File: src/rtl/fsm_fifo_mc_if.sv
// Command/status bundle for the multi-channel FIFO: the sequencer drives the
// command side (master), the FIFO block answers with status (slave).
interface fsm_fifo_mc_if #(
  parameter int unsigned WIDTH    = 8,
  parameter int unsigned ADDR_W   = 5,
  parameter int unsigned CHANNELS = 2,
  parameter int unsigned CH_W     = 1
);
  logic                             start;
  logic                             write;
  logic [CH_W-1:0]                  ch;
  logic [WIDTH-1:0]                 data_in;
  logic                             clr_err;
  logic [WIDTH-1:0]                 data_out;
  logic                             done;
  logic                             err;
  logic                             busy;
  logic [CHANNELS-1:0]              full;
  logic [CHANNELS-1:0]              empty;
  logic [CHANNELS-1:0]              almost_full;
  logic [CHANNELS-1:0]              almost_empty;
  logic [CHANNELS*(ADDR_W+1)-1:0]   count;
  logic [CHANNELS-1:0]              ovf;
  logic [CHANNELS-1:0]              udf;

  modport master (
    output start, write, ch, data_in, clr_err,
    input  data_out, done, err, busy, full, empty, almost_full, almost_empty, count, ovf, udf
  );

  modport slave (
    input  start, write, ch, data_in, clr_err,
    output data_out, done, err, busy, full, empty, almost_full, almost_empty, count, ovf, udf
  );
endinterface

File: src/rtl/fsm_fifo_mc.sv
// Multi-channel FIFO behind a single start/write/done command port. All
// channels share one storage array; channel n owns words [n*DEPTH, n*DEPTH+DEPTH).
// A command takes three cycles: capture (IDLE), operate (EXEC), report (DONE),
// with done/err registered so they appear on the cycle after leaving DONE.
module fsm_fifo_mc #(
  parameter int unsigned WIDTH     = 8,
  parameter int unsigned DEPTH     = 32,
  parameter int unsigned ADDR_W    = 5,
  parameter int unsigned CHANNELS  = 2,
  parameter int unsigned CH_W      = 1,
  parameter int unsigned AF_THRESH = 28,
  parameter int unsigned AE_THRESH = 4
) (
  input logic          clk,
  input logic          ClearAllReg,
  fsm_fifo_mc_if.slave bus
);

  localparam int unsigned CntW  = ADDR_W + 1;
  localparam int unsigned MemW  = CH_W + ADDR_W;
  localparam int unsigned NumCh = 1 << CH_W;

  typedef enum logic [1:0] {StIdle, StExec, StDone} state_e;

  state_e state_q, state_d;

  logic              cmd_write_q;
  logic [CH_W-1:0]   cmd_ch_q;
  logic [WIDTH-1:0]  cmd_data_q;

  logic [ADDR_W-1:0] wptr_q [CHANNELS];
  logic [ADDR_W-1:0] wptr_d [CHANNELS];
  logic [ADDR_W-1:0] rptr_q [CHANNELS];
  logic [ADDR_W-1:0] rptr_d [CHANNELS];
  logic [CntW-1:0]   cnt_q  [CHANNELS];
  logic [CntW-1:0]   cnt_d  [CHANNELS];

  logic [CHANNELS-1:0] ovf_q, ovf_d, udf_q, udf_d;
  logic                exec_err_q, exec_err_d;
  logic                done_q, err_q;
  logic [WIDTH-1:0]    data_out_q;

  // Storage is deliberately not reset.
  logic [WIDTH-1:0] mem [CHANNELS*DEPTH];

  logic [NumCh-1:0] ch_legal;
  logic             sel_legal;
  logic [CntW-1:0]  sel_cnt;
  logic             exec;
  logic             push_ok, pop_ok;
  logic [MemW-1:0]  wr_addr, rd_addr;

  // Channel codes at or above CHANNELS are rejected without touching state.
  always_comb begin
    ch_legal = '0;
    for (int unsigned i = 0; i < NumCh; i++) begin
      ch_legal[i] = (i < CHANNELS);
    end
  end

  // Decode the captured command against the selected channel's occupancy.
  always_comb begin
    exec      = (state_q == StExec);
    sel_legal = ch_legal[cmd_ch_q];
    sel_cnt   = cnt_q[cmd_ch_q];
    push_ok   = exec && sel_legal && cmd_write_q && (sel_cnt != CntW'(DEPTH));
    pop_ok    = exec && sel_legal && !cmd_write_q && (sel_cnt != '0);
    // DEPTH is a power of two, so base(ch) + ptr is a plain concatenation.
    wr_addr   = {cmd_ch_q, wptr_q[cmd_ch_q]};
    rd_addr   = {cmd_ch_q, rptr_q[cmd_ch_q]};
  end

  // Next-state: FSM sequencing, pointer/count updates and sticky error flags.
  always_comb begin
    state_d    = state_q;
    exec_err_d = exec_err_q;
    wptr_d     = wptr_q;
    rptr_d     = rptr_q;
    cnt_d      = cnt_q;
    ovf_d      = bus.clr_err ? '0 : ovf_q;
    udf_d      = bus.clr_err ? '0 : udf_q;
    unique case (state_q)
      StIdle: begin
        if (bus.start) state_d = StExec;
      end
      StExec: begin
        state_d    = StDone;
        exec_err_d = !(push_ok || pop_ok);
        if (push_ok) begin
          wptr_d[cmd_ch_q] = wptr_q[cmd_ch_q] + ADDR_W'(1);
          cnt_d[cmd_ch_q]  = cnt_q[cmd_ch_q] + CntW'(1);
        end
        if (pop_ok) begin
          rptr_d[cmd_ch_q] = rptr_q[cmd_ch_q] + ADDR_W'(1);
          cnt_d[cmd_ch_q]  = cnt_q[cmd_ch_q] - CntW'(1);
        end
        // Setting a flag takes priority over a simultaneous clr_err.
        if (sel_legal && cmd_write_q && !push_ok) ovf_d[cmd_ch_q] = 1'b1;
        if (sel_legal && !cmd_write_q && !pop_ok) udf_d[cmd_ch_q] = 1'b1;
      end
      StDone: begin
        state_d = StIdle;
      end
      default: begin
        state_d = StIdle;
      end
    endcase
  end

  // State registers; reset aborts any in-flight command with no partial update.
  always_ff @(posedge clk or negedge ClearAllReg) begin
    if (!ClearAllReg) begin
      state_q     <= StIdle;
      cmd_write_q <= 1'b0;
      cmd_ch_q    <= '0;
      cmd_data_q  <= '0;
      for (int unsigned i = 0; i < CHANNELS; i++) begin
        wptr_q[i] <= '0;
        rptr_q[i] <= '0;
        cnt_q[i]  <= '0;
      end
      ovf_q      <= '0;
      udf_q      <= '0;
      exec_err_q <= 1'b0;
      done_q     <= 1'b0;
      err_q      <= 1'b0;
      data_out_q <= '0;
    end else begin
      state_q    <= state_d;
      wptr_q     <= wptr_d;
      rptr_q     <= rptr_d;
      cnt_q      <= cnt_d;
      ovf_q      <= ovf_d;
      udf_q      <= udf_d;
      exec_err_q <= exec_err_d;
      done_q     <= (state_q == StDone);
      err_q      <= (state_q == StDone) && exec_err_q;
      if (state_q == StIdle && bus.start) begin
        cmd_write_q <= bus.write;
        cmd_ch_q    <= bus.ch;
        cmd_data_q  <= bus.data_in;
      end
      if (pop_ok) data_out_q <= mem[rd_addr];
    end
  end

  // Shared storage: synchronous write on an accepted push.
  always_ff @(posedge clk) begin
    if (push_ok) mem[wr_addr] <= cmd_data_q;
  end

  // Outputs: registered pulses plus combinational decodes of the counts.
  always_comb begin
    bus.data_out     = data_out_q;
    bus.done         = done_q;
    bus.err          = err_q;
    bus.busy         = (state_q != StIdle);
    bus.ovf          = ovf_q;
    bus.udf          = udf_q;
    bus.full         = '0;
    bus.empty        = '0;
    bus.almost_full  = '0;
    bus.almost_empty = '0;
    bus.count        = '0;
    for (int unsigned i = 0; i < CHANNELS; i++) begin
      bus.full[i]                 = (cnt_q[i] == CntW'(DEPTH));
      bus.empty[i]                = (cnt_q[i] == '0);
      bus.almost_full[i]          = (cnt_q[i] >= CntW'(AF_THRESH));
      bus.almost_empty[i]         = (cnt_q[i] <= CntW'(AE_THRESH));
      bus.count[i*CntW +: CntW]   = cnt_q[i];
    end
  end

endmodule
File: src/flat_wrapper.sv
// flat-port wrapper written by rule: the top's interface ports become plain ports
module fsm_fifo_mc_flat 
#(
  parameter int unsigned WIDTH     = 8,
  parameter int unsigned DEPTH     = 32,
  parameter int unsigned ADDR_W    = 5,
  parameter int unsigned CHANNELS  = 2,
  parameter int unsigned CH_W      = 1,
  parameter int unsigned AF_THRESH = 28,
  parameter int unsigned AE_THRESH = 4
)
  (clk, ClearAllReg, bus_start, bus_write, bus_ch, bus_data_in, bus_clr_err, bus_data_out, bus_done, bus_err, bus_busy, bus_full, bus_empty, bus_almost_full, bus_almost_empty, bus_count, bus_ovf, bus_udf);
  fsm_fifo_mc_if #(.WIDTH(WIDTH), .ADDR_W(ADDR_W), .CHANNELS(CHANNELS), .CH_W(CH_W)) bus_i ();
  input logic clk;
  input logic ClearAllReg;
  input wire logic [$bits(bus_i.start)-1:0] bus_start;
  input wire logic [$bits(bus_i.write)-1:0] bus_write;
  input wire logic [$bits(bus_i.ch)-1:0] bus_ch;
  input wire logic [$bits(bus_i.data_in)-1:0] bus_data_in;
  input wire logic [$bits(bus_i.clr_err)-1:0] bus_clr_err;
  output wire logic [$bits(bus_i.data_out)-1:0] bus_data_out;
  output wire logic [$bits(bus_i.done)-1:0] bus_done;
  output wire logic [$bits(bus_i.err)-1:0] bus_err;
  output wire logic [$bits(bus_i.busy)-1:0] bus_busy;
  output wire logic [$bits(bus_i.full)-1:0] bus_full;
  output wire logic [$bits(bus_i.empty)-1:0] bus_empty;
  output wire logic [$bits(bus_i.almost_full)-1:0] bus_almost_full;
  output wire logic [$bits(bus_i.almost_empty)-1:0] bus_almost_empty;
  output wire logic [$bits(bus_i.count)-1:0] bus_count;
  output wire logic [$bits(bus_i.ovf)-1:0] bus_ovf;
  output wire logic [$bits(bus_i.udf)-1:0] bus_udf;
  assign bus_i.start = bus_start;
  assign bus_i.write = bus_write;
  assign bus_i.ch = bus_ch;
  assign bus_i.data_in = bus_data_in;
  assign bus_i.clr_err = bus_clr_err;
  assign bus_data_out = bus_i.data_out;
  assign bus_done = bus_i.done;
  assign bus_err = bus_i.err;
  assign bus_busy = bus_i.busy;
  assign bus_full = bus_i.full;
  assign bus_empty = bus_i.empty;
  assign bus_almost_full = bus_i.almost_full;
  assign bus_almost_empty = bus_i.almost_empty;
  assign bus_count = bus_i.count;
  assign bus_ovf = bus_i.ovf;
  assign bus_udf = bus_i.udf;
  fsm_fifo_mc #(.WIDTH(WIDTH), .DEPTH(DEPTH), .ADDR_W(ADDR_W), .CHANNELS(CHANNELS), .CH_W(CH_W), .AF_THRESH(AF_THRESH), .AE_THRESH(AE_THRESH)) u_core (.clk(clk), .ClearAllReg(ClearAllReg), .bus(bus_i));
endmodule
File: config.mk
export PLATFORM = sky130hd
export DESIGN_NAME = fsm_fifo_mc_flat
export DESIGN_NICKNAME = d
export VERILOG_FILES = /design/src/rtl/fsm_fifo_mc_if.sv /design/src/rtl/fsm_fifo_mc.sv /design/src/flat_wrapper.sv
export SDC_FILE = /design/constraint.sdc
export NUM_CORES = 1
export LEC_CHECK = 0
export CORE_MARGIN = 2
export CORE_UTILIZATION = 40
export DETAILED_ROUTE_END_ITERATION = 8
export HOLD_SLACK_MARGIN = 0.02
export PLACE_DENSITY = 0.58
export RECOVER_POWER = 25
export SYNTH_ARGS = -nofsm -noshare
export SYNTH_HDL_FRONTEND = slang
export SYNTH_SLANG_ARGS = --single-unit
File: constraint.sdc
create_clock -name clk -period 2.7 [get_ports clk]
set_clock_uncertainty 0.1 [all_clocks]
set_input_delay 0.81 -clock clk [delete_from_list [all_inputs] [get_ports clk]]
set_output_delay 0.81 -clock clk [all_outputs]
set_load 0.05 [all_outputs]
* Yosys cells after proc, flatten, opt, wreduce, memory -nomap -nowiden *
Memory sizes are Yosys's and may differ from the RTL's. A register that Yosys moved wholly into a read port is not among the register bits.
Cells that the tools add are included.

cells by class
  add/subtract/negate cells = 4
  order comparisons = 8
  equality and inequality tests = 6
  mux-type cells = 33
  bitwise operators = 3
  reductions and logical operators = 26

operator list
  cell                   number
  $mux W12               3
  $mux W5                7
  $bwmux W12             2
  $mux W6                4
  $bwmux W10             2
  $mux W2                7
  $logic_and A1 B1 Y1    13
  $eq A6 B6 Y1 const B   2
  $ge A6 B5 Y1 const B   2
  $le A6 B3 Y1 const B   2
  $logic_not A6 Y1       2
  $add A5 B1 Y5 const B  2
  $add A6 B1 Y6 const B  1
  $demux W6 S1           1
  $ne A6 B6 Y1 const B   1
  $reduce_bool A6 Y1     1
  $sub A6 B1 Y6 const B  1
  $demux W5 S1           1
  $logic_not A1 Y1       5
  $mux W1                4
  $or A2 B2 Y2           2
  $pmux W2 S2            1
  $reduce_and A2 Y1      2
  $eq A2 B1 Y1 const B   1
  11 further kinds       11

storage, ports and cells
  register bits = 51
  memory bits (writable) = 512
  input bits = 14
  output and inout port bits = 35
  logic and storage cells = 96
  memories kept = 1

memories
  name        depth  bits a word  rd ports  clocked after memory_dff  write ports  RTL line           source
  u_core.mem  64     8            1         1                         1            fsm_fifo_mc.sv:44  logic [WIDTH-1:0] mem [CHANNELS*DEPTH];

* Longest topological paths before layout *
Gate-level depths: netlist of run 1.

  depth after elaboration = 10
  mapped depth = 12
  depth with buffers taken out = 8

* Worst setup path before layout of run 1 *
Ideal clock, no wire load.

  path kind = reg2out
  from = register u_core.cnt_q, in the netlist u_core.bus.count[8]
  to = output bus_almost_empty[1]
  arrival time = 2527 ps
  data required time = 1790 ps
  slack = -737 ps
  cell stages (with the launch flop) = 4
  buffers on the path = 1
  cells stage by stage = dfrtp_1 -> clkbuf_1 -> o21ai_0 -> nor4b_1

on the way
  longest elaborated chain between the ends = 1

ends and longest elaborated chain
  what                      RTL line            source
  start: declaration        fsm_fifo_mc.sv:35   logic [CntW-1:0] cnt_q [CHANNELS];
  start signal: assignment  fsm_fifo_mc.sv:132  cnt_q <= cnt_d;
  $le A6 B3 Y1              fsm_fifo_mc.sv:169  bus.almost_empty[i] = (cnt_q[i] <= CntW'(AE_THRESH));
  end: declaration          flat_wrapper.sv:28  output wire logic [$bits(bus_i.almost_empty)-1:0] bus_almost_empty;

No other way between the ends.

* Worst setup path in the final report of run 1 *
  from = register u_core.cmd_ch_q
  to = memory u_core.mem[28][6] (enable)

on the way
  longest elaborated chain between the ends = 8
  elaborated cells on any way between the ends = 11
  those cells by class = eq/ne (1); mux (8); bitwise (1); reduce/logical (1)

ends and longest elaborated chain
  what                                        RTL line                              source
  start: declaration                          fsm_fifo_mc.sv:28                     logic [CH_W-1:0] cmd_ch_q;
  start signal: assignment                    fsm_fifo_mc.sv:140                    cmd_ch_q <= bus.ch;
  $not A1 Y2 (not written as such)            fsm_fifo_mc.sv:65, fsm_fifo_mc.sv:69
  $mux W6 (not written as such) (3 in a row)  fsm_fifo_mc.sv:65                     sel_cnt = cnt_q[cmd_ch_q];
  $ne A6 B6 Y1                                fsm_fifo_mc.sv:66                     push_ok = exec && sel_legal && cmd_write_q && (sel_cnt != CntW'(DEPTH));
  $logic_and A1 B1 Y1                         fsm_fifo_mc.sv:66
  $mux W1                                     fsm_fifo_mc.sv:149                    if (push_ok) mem[wr_addr] <= cmd_data_q;
  $mux W1 (not written as such)               fsm_fifo_mc.sv:149
  end: declaration                            fsm_fifo_mc.sv:44

Several ways; a longest one is shown, not always the timed one. The select of a mux whose other input is x is not followed.

==> run metrics, run 1 <==
Site Rows 88; TNS Setup 0 ns; Worst-Margin Slew 1.849 ns; Root Buffer clkbuf_16; CP max FO 17; Initial DRC Count 1,575; sequential share of the synthesized area 0.7271; initial antenna violation count 5; later-pin clock latency in the skew report 0.62 ns; TritonCTS clock tree done; clock tree sinks 571; Post-synth EDFFs 512; Top FF cell, synth edfxtp_1; crit path kind reg -> reg; Crit path required time 2.89 ns; Die Footprint 0.05988 mm2; Hold Path Class in -> async; grt ovf 0; Initial Util 0.4032; I/O pin cnt 49; Crit. End Element flop; Startpoint Class flop; via count 14.97k; vias in the first global route 14.83k; post-DR wirelength/cell 24.02 um; Max Slew Vio Count 128; Detail Placement HPWL 40,810 um; f_max 370.6 MHz; Post-route DRC 0; TritonCTS buffer count 58; status finished, violations left; port bufs 48; Die Ht 244.7 um; share of cells above drive strength 1 0.2344; Final min period 2.698 ns; gpl congestion 0.8599; Post-Syn Nets 1,672; worst vdd ir 0.8695 mV; Post-synth ARST share 0.1033; power density cells 1076 mW/mm2; Detail Route Antenna Nets 0; Max-cap violations 2; global-route wire length before repair 95,070 um; share of the clock period used by the worst path 0.9994; area of the multi-input gates 0.006513 mm2; GRT Util Overall 0.2137; Vias/cell 5.576; final WL 64,480 um; Synth Instances 1,653; Synth Register Bits 571; Syn. warnings 0; synthesized area 0.02317 mm2; Fin. Hold Viols 0; area delta synth->final 24.14%; failing checks capacitance limit, slew limit; Synth cell types 57; Core Region 0.05748 mm2; RSZ-0062 raised after global routing yes; nets 1,890; CTS clock-pin slew for the worst setup and hold paths 0.07 ns; Sequential Area 0.01688 mm2; ant diodes 0; Final Util 0.5005; # fillers 4,908; worst relative slew slack -0.2325; die width 244.7 um; Leak 10.17 nW; cts hold-fix bufs 0; H-tree Lvls 2; DR pass1 iterations 6; Avg Cell Area, Syn 14.02 um2; maximum number of pins on one net before global-route repair 66; crit path DAT 2.89 ns; clk buf depth 3; final setup vio count 0; Pwr Total 0.03095 W
## kinds of logic (layout without fill, tap and decap cells)
logic type,Yosys count,after routing,synth area share
AO/OA/AOI/OAI,183,183,0.05685
AND/OR/NAND/NOR,625,625,0.1161
adder cells (fa/ha/maj),5,5,0.002699
buffers and inverters,105,372,0.02154
XOR/XNOR,25,25,0.009448
flip-flops,571,571,0.7271
multiplexers,139,139,0.06625
## sequential cells by signal, indices dropped and copies added, names as in the netlist, named ones only
signal	cells
u_core.bus.udf	2
u_core.bus.err	1
u_core.wptr_q	10
u_core.bus.ovf	2
u_core.state_q	2
u_core.cmd_ch_q	1
u_core.exec_err_q	1
u_core.bus.data_out	8
u_core.mem	512
u_core.rptr_q	10
u_core.cmd_write_q	1
u_core.bus.done	1
u_core.bus.count	10
u_core.cmd_data_q	8
## power by group
group          internal, W  switching (W)  leakage [nW]
sequential          0.0106       0.000742          5.32
clock              0.00479        0.00338         0.961
combinational      0.00447        0.00699          3.89
total               0.0198         0.0111          10.2
## worst max-delay path, stage by stage (launching register included)
cell and delay, ns:
dfrtp_2 0.46, buf_8 0.18, nor4b_1 0.16, or2_2 0.34, a31oi_4 0.24, inv_2 0.08, nor2_4 0.18, buf_12 0.17
nand2_8 0.15, nor2_4 0.28
## cell type report
type | count | share of cell area
multi-input cells | 977 | 0.2264
flip-flops and latches | 571 | 0.5867
repair buffers | 249 | 0.08381
clock inverters | 34 | 0.01135
inverters | 14 | 0.002175
well taps | 765 | 0.03327
clock buffers | 75 | 0.05628
## synth_stat cells, drive strengths merged, types with 8 or more instances
master  instances  share of area
mux2           19         0.0092
nand2         328          0.053
clkbuf         35         0.0057
o21ai          20         0.0043
mux4            8         0.0078
mux2i         112          0.049
xnor2          18         0.0068
dfrtp          59          0.064
o22ai          44          0.012
nand3         146          0.032
and3           23         0.0062
o221ai         10         0.0038
edfxtp        512           0.66
nor2           91          0.015
a32oi          12         0.0045
a221oi         12         0.0051
inv            14         0.0023
a311oi         13         0.0049
a21oi          16         0.0035
a31oi          22         0.0059
buf            56          0.014
## placed cells by master, fill, tap and decap left out, drive strengths merged, types with 20 or more instances in the layout
cell         instances
edfxtp             512
nand2              328
buf                199
nand3              146
mux2i              112
nor2                91
clkbuf              85
dfrtp               59
o22ai               44
clkinv              26
dlygate4sd2         24
and3                23
a31oi               22
o21ai               20
## routing by layer
metal / part of all wire / vias up / track usage
met4: 0.033 / 0 / 0.07981
li1: - / 6673 / -
met5: 0 / - / 0
met3: 0.070 / 123 / 0.03116
met1: 0.43 / 7582 / 0.2985
met2: 0.47 / 593 / 0.3400
## stage by stage
| step | instance area (um2) | instances | hold WS [ns] | setup slack (ns) |
|---|---|---|---|---|
| after floorplan | 23550 | 1653 | 0.3254 | -0.02128 |
| after global placement | 26230 | 2555 | 0.3462 | -0.2144 |
| after detailed placement | 26230 | 2555 | 0.3479 | -0.1992 |
| after CTS | 28390 | 2670 | 0.05345 | -0.03040 |
| after global routing | 28770 | 2685 | 0.3922 | -0.07739 |
| final | 28770 | 2685 | 0.3017 | 0.001709 |
## final timing paths
check | end | cells past startpoint | slack (ns) | from
worst max-delay path | u_core.mem[28][6] | 9 | 0.002 | u_core.cmd_ch_q
worst min-delay path | u_core.state_q[0] | 1 | 0.30 | ClearAllReg
worst max register to register | u_core.mem[28][6] | 9 | 0.002 | u_core.cmd_ch_q
worst min register to register | u_core.bus.done | 1 | 0.35 | u_core.state_q[0]
max in group asynchronous | u_core.bus.count[10] | 2 | 0.49 | ClearAllReg
min in group clk | u_core.bus.done | 1 | 0.35 | u_core.state_q[0]
## timing repair
action / in CTS / in global routing
cloned: 1 / 3
gates resized for setup: 61 / 56
setup endpoints to repair: 94 / 235
pin swaps: 3 / 20
buffers inserted: 5 / 12
Note: power is estimated with default switching activity, not from simulation.
==> run 2: changes to the inputs <==
CORE_MARGIN = 5   (was 2)
clock period = 2.34 ns   (was 2.7 ns; I/O delays follow)
==> run metrics, run 2 (synthesis gave the netlist of run 1 again) <==
Initial DRC Count 1,381; Die Footprint 0.06285 mm2; clk buf depth 3; Post-route DRC 0; Pwr Total 0.03714 W; final setup vio count 548; Die Ht 250.7 um; Max-cap violations 4; Worst-Margin Slew 1.719 ns; f_max 369.4 MHz; port bufs 48; I/O pin cnt 49; share of the clock period used by the worst path 1.157; Site Rows 88; crit path kind reg -> reg; clock tree sinks 571; most frequent cells in the layout 512 x edfxtp_1, 307 x nand2_1, 180 x buf_4; later-pin clock latency in the skew report 0.62 ns; crit path DAT 3.08 ns; nets 1,992; via count 15.41k; H-tree Lvls 2; Detail Route Antenna Nets 0; Crit path required time 2.71 ns; ant diodes 0; initial antenna violation count 1; setup ws final -0.3671 ns; commonest non-fill, non-tap cell in the layout edfxtp_1; gpl congestion 0.8787; max reg flops 512; Max Slew Vio Count 140; post-DR wirelength/cell 23.98 um; TritonCTS buffer count 57; Startpoint Class flop; GRT Util Overall 0.2066; share of cells above drive strength 1 0.3277; TritonCTS clock tree done; worst relative slew slack -0.1463; CP max FO 12; CTS clock-pin slew for the worst setup and hold paths 0.06 ns; Core Region 0.05759 mm2; failing checks capacitance limit, slew limit, setup timing; Fin. Hold Viols 0; Root Buffer clkbuf_16; RSZ-0062 raised after global routing yes; status finished, violations left; grt ovf 0; Leak 10.98 nW; Detail Placement HPWL 41,670 um; Biggest register u_core.mem; global-route wire length before repair 98,930 um; Final min period 2.707 ns; Vias/cell 5.533; Initial Util 0.4024; maximum number of pins on one net before global-route repair 66; Crit. End Element flop; worst reg2reg setup slack -0.37 ns; die width 250.7 um; final WL 66,780 um; area delta synth->final 33.39%; Final Util 0.5368; vias in the first global route 15.48k; Hold Path Class reg -> reg; DR pass1 iterations 5; power density cells 1202 mW/mm2; worst vdd ir 0.7639 mV
[run 2: area by class of cell]
class	count	area [um2]
clock buffer	75	1556
clock inverter	31	269.0
fill	4641	26670
inverter	14	86.33
multi-input combinational	977	7302
sequential	571	16870
tap	765	957.2
timing repair buffer	349	3840
timing repair inverter	3	31.28
[run 2: path summary, 6_finish.rpt]
check	end	cells after the start	from
hold reg to reg	u_core.bus.done	1	u_core.state_q[0]
hold / removal	u_core.bus.done	1	u_core.state_q[0]
max in group asynchronous	u_core.wptr_q[9]	3	ClearAllReg
min in group asynchronous	u_core.bus.done	2	ClearAllReg
setup / recovery	u_core.bus.data_out[7]	10	u_core.cmd_ch_q
setup reg to reg	u_core.bus.data_out[7]	10	u_core.cmd_ch_q
[run 2: worst max-delay path, cell delays in order (launching register included)]
cell,delay [ns]
dfrtp_2,0.47
mux2i_4,0.35
bufinv_16,0.25
buf_12,0.16
mux2i_2,0.20
a32oi_2,0.10
o22ai_1,0.23
a31oi_1,0.10
buf_4,0.16
a32oi_2,0.26
o311ai_2,0.17
[run 2: metrics by stage]
| stage | cell area (um2) | hold WS (ns) | setup TNS (ns) | instances | setup WS [ns] |
|---|---|---|---|---|---|
| 2_1_floorplan | 23850 | 0.3064 | -123.12 | 1653 | -0.3595 |
| 3_3_place_gp | 26970 | 0.3476 | -134.91 | 2591 | -0.5384 |
| 3_5_place_dp | 26970 | 0.3566 | -149.34 | 2591 | -0.5342 |
| 4_1_cts | 30420 | 0.3653 | -123.87 | 2765 | -0.2896 |
| 5_1_grt | 30910 | 0.3915 | -164.08 | 2785 | -0.3948 |
| 6_report | 30910 | 0.3574 | -120.26 | 2785 | -0.3671 |
[run 2: power by group]
group / internal [W] / switching, W
registers: 0.0122 / 0.000476
clock network: 0.00512 / 0.00384
logic: 0.00630 / 0.00922
total: 0.0236 / 0.0135
[run 2: timing repair]
| action | in CTS | in global routing |
|---|---|---|
| pin swaps | 64 | 53 |
| setup buffers | 70 | 21 |
| endpoints found under the setup margin | 557 | 562 |
| gates cloned | 5 | 2 |
| resized for setup | 191 | 77 |
| hold endpoints to repair | 18 | 0 |
| hold buffers | 1 | 0 |
[run 2: metal layers]
layer / share of wire / up-vias / GRT usage
met4: 0.027 / 2 / 0.06035
met1: 0.42 / 7789 / 0.2862
met2: 0.48 / 607 / 0.3346
li1: - / 6893 / -
met3: 0.076 / 119 / 0.04060
met5: 0.00010 / - / 0
